--- src/rtl/rx_frame_controller.sv ---
// Rx frame buffer and handshake controller for a 13.56 MHz contactless receiver.
// Optional CRC_A residue check is enabled by defining RX_FRAME_CRC_CHECK_EN.
module rx_frame_controller #(
  parameter int MAX_BYTES = 16,
  parameter int AW        = $clog2(MAX_BYTES)
) (
  input  logic          clk,
  input  logic          rst_n,
  input  logic          soc,
  input  logic          eoc,
  input  logic [7:0]    data,
  input  logic [2:0]    data_bits,
  input  logic          data_valid,
  input  logic          sequence_error,
  input  logic          parity_error,
  output logic          frame_valid,
  input  logic          frame_ready,
  output logic [AW:0]   frame_len,
  output logic [2:0]    frame_last_bits,
  output logic          frame_short,
  output logic          frame_error,
  input  logic [AW-1:0] rd_addr,
  output logic [7:0]    rd_data,
  output logic          frame_dropped
`ifdef RX_FRAME_CRC_CHECK_EN
  ,
  output logic          crc_ok
`endif
);

  typedef enum logic [1:0] {
    ST_IDLE    = 2'd0,
    ST_RECEIVE = 2'd1,
    ST_HOLD    = 2'd2
  } state_e;

  localparam logic [AW:0] MAX_CNT  = MAX_BYTES[AW:0];
  localparam logic [AW:0] CNT_ZERO = {(AW+1){1'b0}};
  localparam logic [AW:0] CNT_ONE  = {{AW{1'b0}}, 1'b1};

  state_e        state_q, state_d;
  logic [AW:0]   count_q, count_d;
  logic          err_q, err_d;
  logic          partial_q, partial_d;
  logic [2:0]    last_bits_q, last_bits_d;
  logic          short_q, short_d;
  logic          valid_q, valid_d;
  logic          drop_q, drop_d;
  logic          wr_en_s;
  logic [AW-1:0] wr_addr_s;
  logic          start_s;
  logic          clear_s;
  logic [7:0]    mem_q [MAX_BYTES];

`ifdef RX_FRAME_CRC_CHECK_EN
  logic [15:0]   crc_q, crc_d;
  logic          crc_ok_q, crc_ok_d;

  // CRC_A byte update: reflected 0x8408, data consumed LSB first.
  function automatic logic [15:0] crc_a_byte(input logic [15:0] crc, input logic [7:0] b);
    logic [15:0] c;
    c = crc ^ {8'h00, b};
    for (int i = 0; i < 8; i++) begin
      c = c[0] ? ((c >> 1) ^ 16'h8408) : (c >> 1);
    end
    return c;
  endfunction
`endif

  // Next-state, datapath and flag computation.
  always_comb begin
    state_d     = state_q;
    count_d     = count_q;
    err_d       = err_q;
    partial_d   = partial_q;
    last_bits_d = last_bits_q;
    short_d     = short_q;
    drop_d      = 1'b0;
    wr_en_s     = 1'b0;
    wr_addr_s   = count_q[AW-1:0];
    start_s     = 1'b0;
    clear_s     = 1'b0;
`ifdef RX_FRAME_CRC_CHECK_EN
    crc_d       = crc_q;
    crc_ok_d    = crc_ok_q;
`endif
    case (state_q)
      ST_IDLE: begin
        if (soc) begin
          start_s = 1'b1;
        end else begin
          state_d = ST_IDLE;
        end
      end
      ST_RECEIVE: begin
        if (soc) begin
          start_s = 1'b1;
        end else begin
          err_d = err_q | parity_error | sequence_error | (data_valid & partial_q);
          // A byte arriving with eoc is stored before the frame closes.
          if (data_valid && (count_q == MAX_CNT)) begin
            err_d = 1'b1;
          end else if (data_valid) begin
            wr_en_s     = 1'b1;
            count_d     = count_q + CNT_ONE;
            last_bits_d = data_bits;
            partial_d   = (data_bits != 3'd0);
`ifdef RX_FRAME_CRC_CHECK_EN
            crc_d       = (data_bits == 3'd0) ? crc_a_byte(crc_q, data) : crc_q;
`endif
          end else begin
            count_d = count_q;
          end
          if (eoc) begin
            state_d  = ST_HOLD;
            err_d    = err_d | (count_d == CNT_ZERO);
            short_d  = (count_d == CNT_ONE) && (last_bits_d == 3'd7);
`ifdef RX_FRAME_CRC_CHECK_EN
            crc_ok_d = (crc_d == 16'h0000) && (32'(count_d) >= 32'd3);
`endif
          end else begin
            state_d = ST_RECEIVE;
          end
        end
      end
      ST_HOLD: begin
        if (soc) begin
          start_s = 1'b1;
          drop_d  = ~frame_ready;
        end else if (frame_ready) begin
          clear_s = 1'b1;
        end else begin
          state_d = ST_HOLD;
        end
      end
      default: begin
        clear_s = 1'b1;
      end
    endcase

    // Starting or leaving a frame wipes all per-frame state.
    state_d     = start_s ? ST_RECEIVE : (clear_s ? ST_IDLE : state_d);
    count_d     = (start_s || clear_s) ? CNT_ZERO : count_d;
    err_d       = (start_s || clear_s) ? 1'b0 : err_d;
    partial_d   = (start_s || clear_s) ? 1'b0 : partial_d;
    last_bits_d = (start_s || clear_s) ? 3'd0 : last_bits_d;
    short_d     = (start_s || clear_s) ? 1'b0 : short_d;
`ifdef RX_FRAME_CRC_CHECK_EN
    crc_d       = (start_s || clear_s) ? 16'h6363 : crc_d;
    crc_ok_d    = (start_s || clear_s) ? 1'b0 : crc_ok_d;
`endif
    valid_d     = (state_d == ST_HOLD);
  end

  // Control and flag registers.
  always_ff @(posedge clk or negedge rst_n) begin
    if (!rst_n) begin
      state_q     <= ST_IDLE;
      count_q     <= CNT_ZERO;
      err_q       <= 1'b0;
      partial_q   <= 1'b0;
      last_bits_q <= 3'd0;
      short_q     <= 1'b0;
      valid_q     <= 1'b0;
      drop_q      <= 1'b0;
`ifdef RX_FRAME_CRC_CHECK_EN
      crc_q       <= 16'h6363;
      crc_ok_q    <= 1'b0;
`endif
    end else begin
      state_q     <= state_d;
      count_q     <= count_d;
      err_q       <= err_d;
      partial_q   <= partial_d;
      last_bits_q <= last_bits_d;
      short_q     <= short_d;
      valid_q     <= valid_d;
      drop_q      <= drop_d;
`ifdef RX_FRAME_CRC_CHECK_EN
      crc_q       <= crc_d;
      crc_ok_q    <= crc_ok_d;
`endif
    end
  end

  // Frame buffer storage, intentionally not reset.
  always_ff @(posedge clk) begin
    if (wr_en_s) begin
      mem_q[wr_addr_s] <= data;
    end
  end

  assign rd_data         = ({1'b0, rd_addr} < MAX_CNT) ? mem_q[rd_addr] : 8'h00;
  assign frame_valid     = valid_q;
  assign frame_len       = count_q;
  assign frame_last_bits = last_bits_q;
  assign frame_short     = short_q;
  assign frame_error     = err_q;
  assign frame_dropped   = drop_q;
`ifdef RX_FRAME_CRC_CHECK_EN
  assign crc_ok          = crc_ok_q;
`endif

endmodule

--- config.mk ---
export PLATFORM = sky130hd
export DESIGN_NAME = rx_frame_controller
export DESIGN_NICKNAME = d
export VERILOG_FILES = /design/src/rtl/rx_frame_controller.sv
export SDC_FILE = /design/constraint.sdc
export NUM_CORES = 1
export LEC_CHECK = 0
export CAP_MARGIN = 10
export CORE_MARGIN = 5
export CORE_UTILIZATION = 50
export DETAILED_ROUTE_END_ITERATION = 8
export GPL_ROUTABILITY_DRIVEN = 0
export PLACE_DENSITY = 0.82
export SLEW_MARGIN = 25
export SYNTH_ARGS = -nofsm -noshare
export SYNTH_HDL_FRONTEND = slang
export SYNTH_SLANG_ARGS = --single-unit
--- constraint.sdc ---
create_clock -name clk -period 5.65 [get_ports clk]
set_input_delay 0.8475 -clock clk [delete_from_list [all_inputs] [get_ports clk]]
set_output_delay 0.8475 -clock clk [all_outputs]
set_load 0.01 [all_outputs]
# Yosys cells after proc, flatten, opt, wreduce, memory -nomap -nowiden
# Memory sizes are Yosys's and may differ from the RTL's.
# Cells that the tools add are included.
# op_classes
bitwise	6
mux	51
n_reduce_logical	14
addsub	1
n_eq_ne	8
# ops
operator	n
two-way mux 5 bit	7
two-way mux 1 bit	28
two-way mux 3 bit	7
two-way mux 2 bit	7
one-hot mux 2 bit (3 select lines)	1
nonzero test 2 bit	3
adder 5 x 1 -> 5 bit, second input constant	1
equality test 5 x 1 -> 1 bit, second input constant	1
equality test 5 bit, second input constant	1
logical NOT 5 bit	1
equality test 2 bit, second input constant	2
!= test 2 x 1 -> 1 bit, second input constant	2
bitwise OR 1 bit	4
AND reduction 4 bit	1
equality test 3 bit, second input constant	1
AND reduction 3 bit	1
nonzero test 3 bit	1
OR reduction 3 bit	1
equality test 2 x 1 -> 1 bit, second input constant	1
logical AND 1 bit	2
logical NOT 2 bit	1
one-hot mux 1 bit (2 select lines)	1
AND reduction 2 bit	1
OR reduction 2 bit	1
3 further kinds	3
# totals
mem_count	1
elab_cells	89
input_bits	23
output_inout_bits	20
mem_bits_rw	128
reg_bits	15
# mem_list
name	words	width	rd	rd_clocked_by_memory_dff	write_ports	line_no	rtl
mem_q	16	8	1	0	1	53	logic [7:0] mem_q [MAX_BYTES];

# Logic depth before layout (Yosys ltp)
# Gate-level depths: netlist (run 1).
# depth
depth_word	11
depth_mapped	6
ltp_nobuf	6

# Worst setup path before layout (run 1)
# OpenSTA, ideal clock, no wires.
# synth_timing
path_type	input to output
from	in rd_addr[0]
to	out rd_data[0]
cell_stages	4
arrival_ps	2121
path_buffers	2
slack_ps	2682
required_time_ps	4803
cell_sequence	buf_6 buf_8 mux4_1 mux4_2
# synth_between
elab_chain_cells	1
# synth_lines
item	line_no	rtl
from (decl)	22	input logic [AW-1:0] rd_addr,
memory read (16 x 8 bit)	-	
to (decl)	23	output logic [7:0] rd_data,
# Every way passes these cells.

# Worst setup path after layout (run 1)
# layout_timing
from	in rd_addr[1]
to	out rd_data[7]
# The elaborated chain is that of the path after synthesis.

==> results of run 1 <==
kinds of logic (layout without fill, tap and decap cells):
logic type,after synthesis,in the layout,synth area share [%]
flops,143,143,71.37
mux,41,41,16.95
buf+inv,21,81,2.159
fa+ha+maj,4,4,0.8466
compound gates,29,29,3.556
other cells,0,1,0
simple gates,52,52,5.122
worst reg2reg max path, cell delays in order, from the launching register on:
cell and delay [ns]:
dfrtp_1 0.53, inv_1 0.17, ha_1 0.29, nand4bb_1 0.22, nand3_1 0.21, nor2_1 0.25, and3_1 0.63
per-layer routing:
| layer | vias to the layer above | GRT usage, % | wire length [microns] |
|---|---|---|---|
| met5 | - | 0 | 0 |
| met4 | 0 | 6.010 | 150 |
| met3 | 15 | 4.776 | 680 |
| met2 | 129 | 29.13 | 6052 |
| met1 | 1558 | 24.31 | 5004 |
| li1 | 1328 | - | - |
power groups by stage:
stage | sequential (uW) | clock, uW | combinational, uW
final | 1170 | 1120 | 145
after global routing | 1170 | 1190 | 157
after CTS | 1170 | 1130 | 144
after detailed placement | 1190 | 0 | 142
after global placement | 1190 | 0 | 139
after floorplan | 1190 | 0 | 79.5
cell usage in the layout, fill, tap and decap left out, types with 2 or more instances in the layout:
master	synthesis	final
nand3_1	3	3
inv_1	4	4
mux4_1	24	24
o31ai_1	2	2
a211oi_1	2	2
nor2_1	10	10
o21ai_0	3	3
and2_1	8	8
edfxtp_1	128	128
clkbuf_16	0	17
a211o_1	3	3
clkdlybuf4s50_1	0	41
and3_1	9	9
nor3_1	4	4
ha_1	4	4
a22o_1	4	4
inv_6	0	6
dfrtp_1	15	15
nand2_1	4	4
nand4_1	4	4
inv_8	0	3
clkinvlp_4	0	3
bufinv_16	0	2
nand2b_1	3	3
buf_4	0	2
a21oi_1	6	6
mux4_2	16	16
a21o_1	3	3
layout make-up:
| type | instances | area [sq um] |
|---|---|---|
| flip-flops and latches | 143 | 4219 |
| fillers | 799 | 4487 |
| well taps | 143 | 178.9 |
| inverters | 4 | 15.01 |
| clock inverters | 14 | 168.9 |
| multi-input cells | 126 | 1565 |
| clock buffers | 18 | 429.2 |
| repair buffers | 45 | 450.4 |
| diodes | 1 | 2.502 |
worst min-delay path by stage:
stage | end | start | depth (start not counted) | slack, ns
floorplan | partial_q$_DFFE_PN0P_ | partial_q$_DFFE_PN0P_ | 1 | 0.45
global placement | partial_q$_DFFE_PN0P_ | partial_q$_DFFE_PN0P_ | 1 | 0.47
detailed placement | partial_q$_DFFE_PN0P_ | partial_q$_DFFE_PN0P_ | 1 | 0.47
CTS | partial_q$_DFFE_PN0P_ | partial_q$_DFFE_PN0P_ | 1 | 0.49
global route | partial_q$_DFFE_PN0P_ | partial_q$_DFFE_PN0P_ | 1 | 0.52
finish | partial_q$_DFFE_PN0P_ | partial_q$_DFFE_PN0P_ | 1 | 0.49
state kept, by name (all words and copies together) (netlist names):
| name | count |
|---|---|
| frame_short | 1 |
| frame_error | 1 |
| frame_len | 5 |
| frame_valid | 1 |
| frame_last_bits | 3 |
| partial_q | 1 |
| mem_q | 128 |
| frame_dropped | 1 |
| state_q | 2 |
per-stage QoR:
step | power [uW] | cells | cell area, sq um
finish | 2434 | 494 | 7029
global route | 2519 | 494 | 7029
CTS | 2446 | 492 | 7007
detailed placement | 1336 | 460 | 6409
global placement | 1331 | 460 | 6409
floorplan | 1271 | 290 | 5912
==> out/summary.txt, run 1 <==
starting density of the core: 51.34%
worst r2r path cells: 6
Clock Power Share: 45.9%
fraction of layout cells with a size suffix above 1: 15.43%
crit path to: rd_data[7]
CP Capture Type: primary output
asr flop ratio synth: 10.49%
Main synth FF type: edfxtp_1
achievable clock frequency: 252.6 MHz
vias per cell: 6.134
share of the synthesized area in the top cell type: 65.02%
HP Class: flop to flop
reg-to-reg startpoint: frame_len[0]$_DFFE_PN0P_
R2R setup slack: 2.99 ns
Post-CTS Setup Repair Bufs: 0
antenna viol nets, final: 0
Synth Warn #: 0
first-pass GRT wire length: 18.56 mm
clock slew at reported path FFs: 0.06 ns
Unique masters post-synth: 41
Setup violations, final: 0
PostCTS Resize Cnt: 0
crit path max fanout: 32
skew final: 0.008290 ns
Post-Route WL: 11.89 mm
Worst path top cell family by delay: buffers and inverters
clock buffer count from CTS: 17
outcome: completed
synthesis-stage register bit count: 143
Mapped Area: 5912 sq um
Hold Fails Final Rpt: 0
IR drop worst, VDD: 0.1668 mV
P_int: 1904 uW
CP bufs+invs: 3
maximum capacitance violations: 0
Die X: 118.7 microns
Die Ht: 118.7 microns
slowest cell delay on critical path: 0.52 ns
count leader, synth: edfxtp_1
number of hold buffers added after CTS: 0
P_leak: 0.002450 uW
Initial DRC Count: 286
Net count, final: 364
Gate power share: 5.9%
number of enable flip-flop cells after synthesis: 128
power density cells: 346.2 nW/um^2
pre-CTS setup slack: 1.480 ns
initial antenna violation count: 1
CP max-delay cell: clkdlybuf4s50_1
crit-path cells: clkdlybuf4s50_1 -> buf_4 -> mux4_2 -> mux4_2 -> clkdlybuf4s50_1
clk_lat worst skew: 0.42 ns
CTS tree: yes
Sequential Power Share: 48.1%
slew margin rel.: 39.17%
Core Box Area: 11520 sq um
Layout Utilization: 61.04%
root buffer cell: clkbuf_16
IO Port Bufs: 42
Residual DRC: 0
Tcrit/Tclk final: 70.07%
WP depth: 5
cell taking the most area after synthesis: edfxtp_1
vias in the first global route: 3117
sequential area share after synthesis: 71.37%
DIE AREA: 14100 sq um
Net Sw Power: 530.0 uW
unrepaired setup endpoints after global routing: false
Worst-Margin Slew: 0.9091 ns
CP Data Required Time: 4.80 ns
DRT Pass-1 Iters: 6
H-tree depth: 4
gr ovfl total: 0
Hold Worst Slack: 0.4851 ns
syn avg cell area: 20.39 sq um
DP Wirelength: 6.917 mm
synth top area cells: edfxtp_1 65%, mux4_1 11%, dfrtp_1 6.3%, mux4_2 6.1%, and3_1 0.95%
TNS Setup: 0 ns
FF-to-FF End: mem_q[4][2]$_DFFE_PP_
Net Sw Frac: 21.78%
Syn Nets: 317
Rows: 39
Cells after Synth: 290
Post-synth top cells: 128 x edfxtp_1, 24 x mux4_1, 16 x mux4_2, 15 x dfrtp_1, 10 x nor2_1
clk sinks: 143
via count: 3030
Top Ports: 43
Final Max Tran Viols: 0
Syn-to-layout area delta: 18.90%
WS Path Type: input pin to primary output
setup ws final: 1.691 ns
largest net degree at the start of global routing: 33
Critical Path Source: rd_addr[1]
per-cell routed wire length: 24.06 microns
worst endpoint data arrival time: 3.11 ns
clock tree buffer depth: 2
Tmin final: 3.959 ns
Total Routing Usage GR: 18.11%
Critical Path Source Type: input pin
(Power assumes the default switching activity.)
==> run 2, diff against run 1 <==
==> constraint.sdc (replaced) <==
create_clock -name clk -period 4.1 [get_ports clk]
set_input_delay 0.615 -clock clk [delete_from_list [all_inputs] [get_ports clk]]
set_output_delay 0.615 -clock clk [all_outputs]
set_load 0.01 [all_outputs]
==> run 2 against run 1 <==
Effect of this change:
- clock skew up 0.0031 ns
- critical path depth unchanged
- register-to-register slack worse by 1.5 ns
- sequential cell count unchanged
- critical path type unchanged
==> out/summary.txt, run 2 (same netlist as run 1, synthesis figures left out) <==
clk_lat worst skew: 0.42 ns
Residual DRC: 0
crit-path most repeated cell: clkdlybuf4s50_1
Critical Path Source Type: input pin
Hold Fails Final Rpt: 0
fraction of layout cells with a size suffix above 1: 14.90%
WS Path Type: input pin to primary output
Syn-to-layout area delta: 17.59%
CTS tree: yes
IO Port Bufs: 42
skew final: 0.01134 ns
unrepaired setup endpoints after global routing: false
R2R setup slack: 1.46 ns
number of flip-flops under the largest register name: 128
via count: 3013
clock buffer count from CTS: 17
Most flops, register: mem_q
TNS Setup: 0 ns
clock slew at reported path FFs: 0.05 ns
Rows: 39
per-cell routed wire length: 24.25 microns
Tmin final: 3.495 ns
DRT Pass-1 Iters: 6
Post-CTS Setup Repair Bufs: 0
slowest cell delay on critical path: 0.49 ns
achievable clock frequency: 286.1 MHz
CP Data Required Time: 3.48 ns
outcome: completed
Setup violations, final: 0
Net count, final: 364
CP max-delay cell: mux4_2
vias per cell: 6.112
first-pass GRT wire length: 18.53 mm
crit-path cells: clkdlybuf4s50_1 -> buf_4 -> mux4_1 -> mux4_2 -> clkdlybuf4s50_1
IR drop worst, VDD: 0.2641 mV
initial antenna violation count: 1
antenna viol nets, final: 0
clock tree buffer depth: 2
Hold Worst Slack: 0.4897 ns
Top Ports: 43
CP Capture Type: primary output
worst endpoint data arrival time: 2.88 ns
Post-Route WL: 11.95 mm
Initial DRC Count: 443
PostCTS Resize Cnt: 0
Worst-Margin Slew: 0.8533 ns
hold path depth: 1
Tcrit/Tclk final: 85.25%
maximum capacitance violations: 0
Die Ht: 118.7 microns
most frequent cells in the layout: 128 x edfxtp_1, 41 x clkdlybuf4s50_1, 24 x mux4_1
gr ovfl total: 0
HP Class: flop to flop
power density cells: 454.1 nW/um^2
starting density of the core: 51.34%
Core Box Area: 11520 sq um
root buffer cell: clkbuf_16
Total Routing Usage GR: 18.21%
DP Wirelength: 7.107 mm
crit path max fanout: 32
vias in the first global route: 3132
Final Max Tran Viols: 0
Die X: 118.7 microns
DIE AREA: 14100 sq um
largest net degree at the start of global routing: 33
H-tree depth: 4
worst r2r path cells: 6
P_leak: 0.002408 uW
clk sinks: 143
most common cell after layout, fill and taps aside: edfxtp_1
slew margin rel.: 42.90%
number of hold buffers added after CTS: 0
## run 2: cell count changes in the layout (fill, tap and decap cells not counted), sizes merged
cell      previous run  this run
clkinv               0         5
bufinv               2         0
inv                 13         7
clkinvlp             3         5
## run 2: worst max-delay path: cells and delay by family
family   cells  cell delay (ns)
buf+inv      3             1.33
mux          2             0.92
## run 2: power breakdown
group / internal (uW) / total [uW] / switching (uW)
Combinational: 102 / 198 / 95.9
Clock: 767 / 1340 / 577
Sequential: 1600 / 1610 / 11.8
Total: 2470 / 3160 / 685
## run 2: worst paths after layout
check	start	endpoint
max in group asynchronous	rst_n	frame_len[0]$_DFFE_PN0P_
min in group asynchronous	rst_n	state_q[1]$_DFF_PN0_
setup reg to reg	frame_len[0]$_DFFE_PN0P_	mem_q[2][1]$_DFFE_PP_
hold reg to reg	partial_q$_DFFE_PN0P_	partial_q$_DFFE_PN0P_
hold / removal	partial_q$_DFFE_PN0P_	partial_q$_DFFE_PN0P_
setup / recovery	rd_addr[1]	rd_data[2]
## run 2: per-stage QoR
stage | utilization, % | std cells | cell area [sq um] | power, uW | setup slack (ns)
detailed placement | 55.82 | 461 | 6429 | 1842 | 0.6291
finish | 60.37 | 493 | 6952 | 3157 | 0.6046
global route | 60.37 | 493 | 6952 | 3268 | 0.5499
CTS | 60.34 | 492 | 6949 | 3181 | 0.5826
global placement | 55.82 | 461 | 6429 | 1838 | 0.6240
floorplan | - | 290 | 5912 | 1752 | 1.597
## run 2: area by class of cell
type / instances / area, sq um
fill: 825 / 4564
sequential: 143 / 4219
multi-input combinational: 126 / 1565
timing repair buffer: 45 / 450.4
clock buffer: 18 / 429.2
tap: 143 / 178.9
clock inverter: 13 / 91.34
inverter: 4 / 15.01
antenna: 1 / 2.502
## run 2: layer usage
metal	track usage, %	vias up	wire length [microns]
li1	-	1327	-
met1	24.67	1518	4993
met2	27.53	149	5761
met3	7.163	19	997
met4	5.576	0	201
met5	0	-	0
